**src/rtl/uart_send_queue_pkg.sv**
```systemverilog
// rtl/uart_send_queue_pkg.sv - shared constants, drain states and width helper for uart_send_queue
package uart_send_queue_pkg;

   localparam logic [7:0] LANG_MARK_TH = 8'h0E;
   localparam logic [7:0] LANG_MARK_EN = 8'h0F;

   typedef enum logic [1:0] {
      IDLE      = 2'd0,
      WAIT_BUSY = 2'd1,
      WAIT_DONE = 2'd2
   } drain_state_e;

   // Occupancy counters need one extra bit so that "full" is distinguishable from "empty".
   function automatic int count_w(input int depth);
      return $clog2(depth) + 1;
   endfunction

endpackage

```
**src/rtl/uart_send_queue_sync_fifo.sv**
```systemverilog
// rtl/uart_send_queue_sync_fifo.sv - circular-buffer FIFO with extended pointers and combinational head
module sync_fifo
   import uart_send_queue_pkg::*;
#(
   parameter int DATA_W = 8,
   parameter int DEPTH  = 16
) (
   input  logic                        clk,
   input  logic                        reset,
   input  logic                        push,
   input  logic                        pop,
   input  logic [DATA_W-1:0]           din,
   output logic [DATA_W-1:0]           dout,
   output logic [count_w(DEPTH)-1:0]   count,
   output logic                        full,
   output logic                        empty
);

   localparam int AW = $clog2(DEPTH);
   localparam int CW = count_w(DEPTH);

   logic [DATA_W-1:0] mem [DEPTH];
   logic [AW:0]       wr_ptr;
   logic [AW:0]       rd_ptr;
   logic              do_push;
   logic              do_pop;

   assign do_push = push && !full;
   assign do_pop  = pop && !empty;

   assign count = CW'(wr_ptr - rd_ptr);
   assign full  = (count == CW'(DEPTH));
   assign empty = (count == '0);
   assign dout  = mem[rd_ptr[AW-1:0]];

   always_ff @(posedge clk or posedge reset) begin
      if (reset) begin
         wr_ptr <= '0;
         rd_ptr <= '0;
      end else begin
         if (do_push) wr_ptr <= wr_ptr + 1'b1;
         if (do_pop)  rd_ptr <= rd_ptr + 1'b1;
      end
   end

   // Storage is deliberately not reset; only the pointers define validity.
   always_ff @(posedge clk) begin
      if (do_push) mem[wr_ptr[AW-1:0]] <= din;
   end

endmodule

```
**src/rtl/uart_send_queue.sv**
```systemverilog
// rtl/uart_send_queue.sv - multi-source pending stage, language marker, FIFO and UART drain FSM
module uart_send_queue
   import uart_send_queue_pkg::*;
#(
   parameter int DATA_W      = 8,
   parameter int DEPTH       = 16,
   parameter int NUM_SRC     = 2,
   parameter int PREFIX_LANG = 1,
   parameter int BUSY_TO     = 16
) (
   input  logic                        clk,
   input  logic                        reset,
   input  logic [NUM_SRC*DATA_W-1:0]   src_data,
   input  logic [NUM_SRC-1:0]          src_valid,
   input  logic                        is_thai,
   input  logic                        tx_busy,
   output logic [DATA_W-1:0]           tx_data,
   output logic                        tx_start,
   output logic [count_w(DEPTH)-1:0]   count,
   output logic                        empty,
   output logic                        full,
   output logic                        dropped
);

   localparam int CW   = count_w(DEPTH);
   localparam int SW   = (NUM_SRC > 1) ? $clog2(NUM_SRC) : 1;
   localparam int TO_W = $clog2(BUSY_TO + 1);
   localparam logic [TO_W-1:0] TO_LAST = TO_W'(BUSY_TO - 1);

   localparam logic [1:0] S_IDLE      = IDLE;
   localparam logic [1:0] S_WAIT_BUSY = WAIT_BUSY;
   localparam logic [1:0] S_WAIT_DONE = WAIT_DONE;

   logic [DATA_W-1:0] pend_data [NUM_SRC];
   logic [NUM_SRC-1:0] pend_v;
   logic              last_lang;

   logic              any_pend;
   logic [SW-1:0]     sel;
   logic [CW-1:0]     free_slots;
   logic              need_mark;
   logic              wr_mark;
   logic              wr_data;
   logic              fifo_push;
   logic              fifo_pop;
   logic [DATA_W-1:0] fifo_din;
   logic [DATA_W-1:0] fifo_dout;

   logic [1:0]        state;
   logic [TO_W-1:0]   to_cnt;

   // Priority pick: scanning downward leaves the lowest pending index selected.
   always_comb begin
      any_pend = 1'b0;
      sel      = '0;
      for (int i = NUM_SRC - 1; i >= 0; i--) begin
         if (pend_v[i]) begin
            any_pend = 1'b1;
            sel      = SW'(i);
         end
      end
   end

   assign free_slots = CW'(DEPTH) - count;
   assign need_mark  = (PREFIX_LANG != 0) && (is_thai != last_lang);
   // A marker needs room for itself and the byte that follows it.
   assign wr_mark    = any_pend && need_mark && (free_slots >= CW'(2));
   assign wr_data    = any_pend && !need_mark && !full;
   assign fifo_push  = wr_mark || wr_data;

   always_comb begin
      fifo_din = pend_data[sel];
      if (wr_mark) fifo_din = is_thai ? DATA_W'(LANG_MARK_TH) : DATA_W'(LANG_MARK_EN);
   end

   always_ff @(posedge clk or posedge reset) begin
      if (reset) begin
         pend_v    <= '0;
         dropped   <= 1'b0;
         last_lang <= 1'b0;
         for (int i = 0; i < NUM_SRC; i++) pend_data[i] <= '0;
      end else begin
         if (wr_mark) last_lang <= is_thai;
         for (int i = 0; i < NUM_SRC; i++) begin
            if (src_valid[i]) begin
               pend_data[i] <= src_data[i*DATA_W +: DATA_W];
               pend_v[i]    <= 1'b1;
               if (pend_v[i] && !(wr_data && (sel == SW'(i)))) dropped <= 1'b1;
            end else if (wr_data && (sel == SW'(i))) begin
               pend_v[i] <= 1'b0;
            end
         end
      end
   end

   sync_fifo #(
      .DATA_W (DATA_W),
      .DEPTH  (DEPTH)
   ) u_fifo (
      .clk   (clk),
      .reset (reset),
      .push  (fifo_push),
      .pop   (fifo_pop),
      .din   (fifo_din),
      .dout  (fifo_dout),
      .count (count),
      .full  (full),
      .empty (empty)
   );

   assign fifo_pop = (state == S_IDLE) && !empty && !tx_busy;

   always_ff @(posedge clk or posedge reset) begin
      if (reset) begin
         state    <= S_IDLE;
         tx_start <= 1'b0;
         tx_data  <= '0;
         to_cnt   <= '0;
      end else begin
         tx_start <= 1'b0;
         case (state)
            S_IDLE: begin
               if (fifo_pop) begin
                  tx_data  <= fifo_dout;
                  tx_start <= 1'b1;
                  to_cnt   <= '0;
                  state    <= S_WAIT_BUSY;
               end
            end
            S_WAIT_BUSY: begin
               // A UART that never acknowledges still lets the queue move on.
               if (tx_busy)                 state <= S_WAIT_DONE;
               else if (to_cnt == TO_LAST)  state <= S_IDLE;
               else                         to_cnt <= to_cnt + 1'b1;
            end
            S_WAIT_DONE: begin
               if (!tx_busy) state <= S_IDLE;
            end
            default: state <= S_IDLE;
         endcase
      end
   end

endmodule

```
**config.mk**
```make
export PLATFORM = sky130hd
export DESIGN_NAME = uart_send_queue
export DESIGN_NICKNAME = d
export VERILOG_FILES = /design/src/rtl/uart_send_queue_pkg.sv /design/src/rtl/uart_send_queue_sync_fifo.sv /design/src/rtl/uart_send_queue.sv
export SDC_FILE = /design/constraint.sdc
export NUM_CORES = 1
export LEC_CHECK = 0
export BUFFER_PORTS_ARGS = -buffer_cell sky130_fd_sc_hd__clkbuf_2
export CORE_UTILIZATION = 50
export DETAILED_ROUTE_END_ITERATION = 8
export PLACE_DENSITY = 0.7
export SLEW_MARGIN = 20
export SYNTH_ARGS = -nofsm -noshare
export SYNTH_HDL_FRONTEND = slang
export SYNTH_SLANG_ARGS = --single-unit
```
**constraint.sdc**
```tcl
create_clock -name clk -period 10.9 [get_ports clk]
set_input_delay 1.635 -clock clk [delete_from_list [all_inputs] [get_ports clk]]
set_output_delay 1.635 -clock clk [all_outputs]
set_load 0.1 [all_outputs]
```
==> qor.csv <==
metric,value,unit
FILL cells,1061,
core area,0.0140,mm²
"critical path fanouts, max",36,
Vias/cell,5.59,
CTS tree,yes,
dpl hpwl,8510,µm
Setup Buffers After CTS,0,
"Slew Viols, Final",0,
RSZ-0062 raised after global routing,no,
Die W,122,µm
FF-to-FF path depth,9,
chip height,122,µm
dominant cells by area after synthesis,"edfxtp_1 (53%), dfrtp_1 (16%), mux4_2 (10%)",
GR Util All Layers,19.5,%
ordered list of cells on the worst path,"buf_4, ha_1, fa_1, ha_1, nor3b_1, ha_1, clkbuf_2",
synth cell count leaders,"edfxtp_1 (128), dfrtp_1 (46), mux4_2 (32)",
CTS Hold Bufs,0,
"Avg Cell Area, Syn",17.6,µm²
"area leader, netlist",edfxtp_1,
Async SR Flop Fraction,26.4,%
Yosys top cell area share,53.3,%
setup violators final,0,
Ys Warns,0,
TritonRoute pass-1 iters,4,
Num CTS Buffers,17,
Root Buffer,clkbuf_16,
vias in the first global route,3744,
Die Footprint,0.0149,mm²
"Clk pin slew, worst setup/hold paths",0.06,ns
final net count,494,
outcome,"complete, no violations",
starting density of the core,51.5,%
number of synthesized flops with an enable pin,128,
CTS max path bufs,2,
Total Wirelength,12900,µm
Synth Flop Type,edfxtp_1,
# clock sinks,174,
row count,43,
largest net degree at the start of global routing,47,
critical path's slowest cell,fa_1,
H-tree depth,4,
CP max stage delay,0.52,ns
cells after synthesis,410,
pre-CTS setup slack,6.38,ns
"most used cell, CP",ha_1,
mapped cell area,0.00721,mm²
routed len/inst,19.9,µm
Worst Path Arrival,3.29,ns
worst clock skew,0.0146,ns
Max-Cap Viols,0,
Placer Congestion,0.728,
Max Clock Freq,203,MHz
Area Overhead vs Synth,13.8,%
initial antenna violation count,0,
Yosys cell types,49,
# diodes,0,
Final WS setup,5.97,ns
"delay-heaviest family, CP",adder cells,
sequential share of the synthesized area,69.3,%
gr ovfl total,0,
Worst Hold Path Cells,2,
Worst EP required,9.27,ns
Yosys reg bits,174,
IO Port Bufs,38,
syn nets,448,
DRT iter0 DRCs,289,
worst-skew pair later-pin latency,0.41,ns
CTS-repair resized insts,0,
Via Count,3626,
fin crit period,4.93,ns
num ports,39,
slew at the pin closest to its max-slew limit,1.06,ns
Worst Setup End Kind,output port,
share of cells above drive strength 1,30.1,%
"Worst Path Class, Setup",flop to output port,
period utilization,45.2,%
most common cell in the netlist,edfxtp_1,
DRC viols,0,
max_slew headroom,28.9,%
CP Launch Type,flop,
first-pass GRT wire length,20800,µm
DRT antenna net count,0,
HP Class,flop to flop,
Final Hold Viols,0,
buffers and inverters on the worst path,2,
Worst path depth,7,
setup TNS,0,ns
==> per-layer routing <==
metal	part of all wire [%]	track usage [%]	vias to the layer above
met5	0	0	-
met4	0.54	5.26	0
met3	3.8	5.06	6
met2	51	31.6	74
met1	45	26.1	1869
li1	-	-	1677
==> cells in the final DEF, fill, tap and decap left out, drive strengths merged, types with 9 or more instances in the layout <==
cell type  count
o21ai         13
mux4          32
xnor2          9
mux2          19
inv           15
nand2         18
clkbuf        58
edfxtp       128
nor2          19
dfrtp         46
ha            15
==> worst reg2reg max path, delay by kind of cell (launching register included) <==
kind,cells,cell delay [ns]
AOI/OAI and AO/OA,1,0.54
adders and majority gates,4,1.27
buffers and inverters,1,0.55
DFF,1,0.34
and+or+nand+nor,3,1.27
==> cells by family after synthesis <==
family,count (synthesis),synth area share (%)
fa+ha+maj,16,2.88
compound gates,42,4.53
xor+xnor,17,2.46
mux,55,13.5
buf+inv,31,1.84
flops,174,69.3
simple gates,75,5.48
==> metrics by stage <==
step | hold WS (ns) | utilization [%] | cell area [µm²] | std cells
after detailed placement | 0.473 | 54.2 | 7590 | 617
after global routing | 0.512 | 58.6 | 8200 | 649
after CTS | 0.487 | 58.5 | 8180 | 649
after floorplan | 0.461 | - | 7210 | 410
final | 0.484 | 58.6 | 8200 | 649
after global placement | 0.460 | 54.2 | 7590 | 617
==> path summary, 6_finish.rpt <==
| kind | startpoint | end | slack, ns |
|---|---|---|---|
| hold / removal | tx_data[6] | tx_data[6] | 0.48 |
| max in group asynchronous | reset | u_fifo.rd_ptr[0] | 9.08 |
| setup reg to reg | u_fifo.rd_ptr[0] | u_fifo.mem[5][6] | 6.53 |
| min in group asynchronous | reset | pend_data[14] | 1.35 |
| hold reg to reg | tx_data[6] | tx_data[6] | 0.48 |
| setup / recovery | u_fifo.rd_ptr[0] | full | 5.97 |
==> flip-flops by register name, summed over array words and instances, names as in the netlist <==
register / cells
to_cnt: 5
last_lang: 1
dropped: 1
u_fifo.rd_ptr: 5
tx_data: 8
pend_v: 2
state: 2
pend_data: 16
u_fifo.wr_ptr: 5
tx_start: 1
u_fifo.mem: 128
==> cell type report <==
| type | count | area (µm²) | area share [%] |
|---|---|---|---|
| repair buffers | 43 | 228 | 2.78 |
| multi-input cells | 205 | 2110 | 25.7 |
| clock inverters | 12 | 144 | 1.75 |
| clock buffers | 20 | 447 | 5.45 |
| inverters | 15 | 56.3 | 0.686 |
| flip-flops and latches | 174 | 5000 | 60.9 |
| well taps | 180 | 225 | 2.75 |
Power is not shown: default switching activity piles up to over one toggle a cycle in this logic, so the estimate is an artifact.
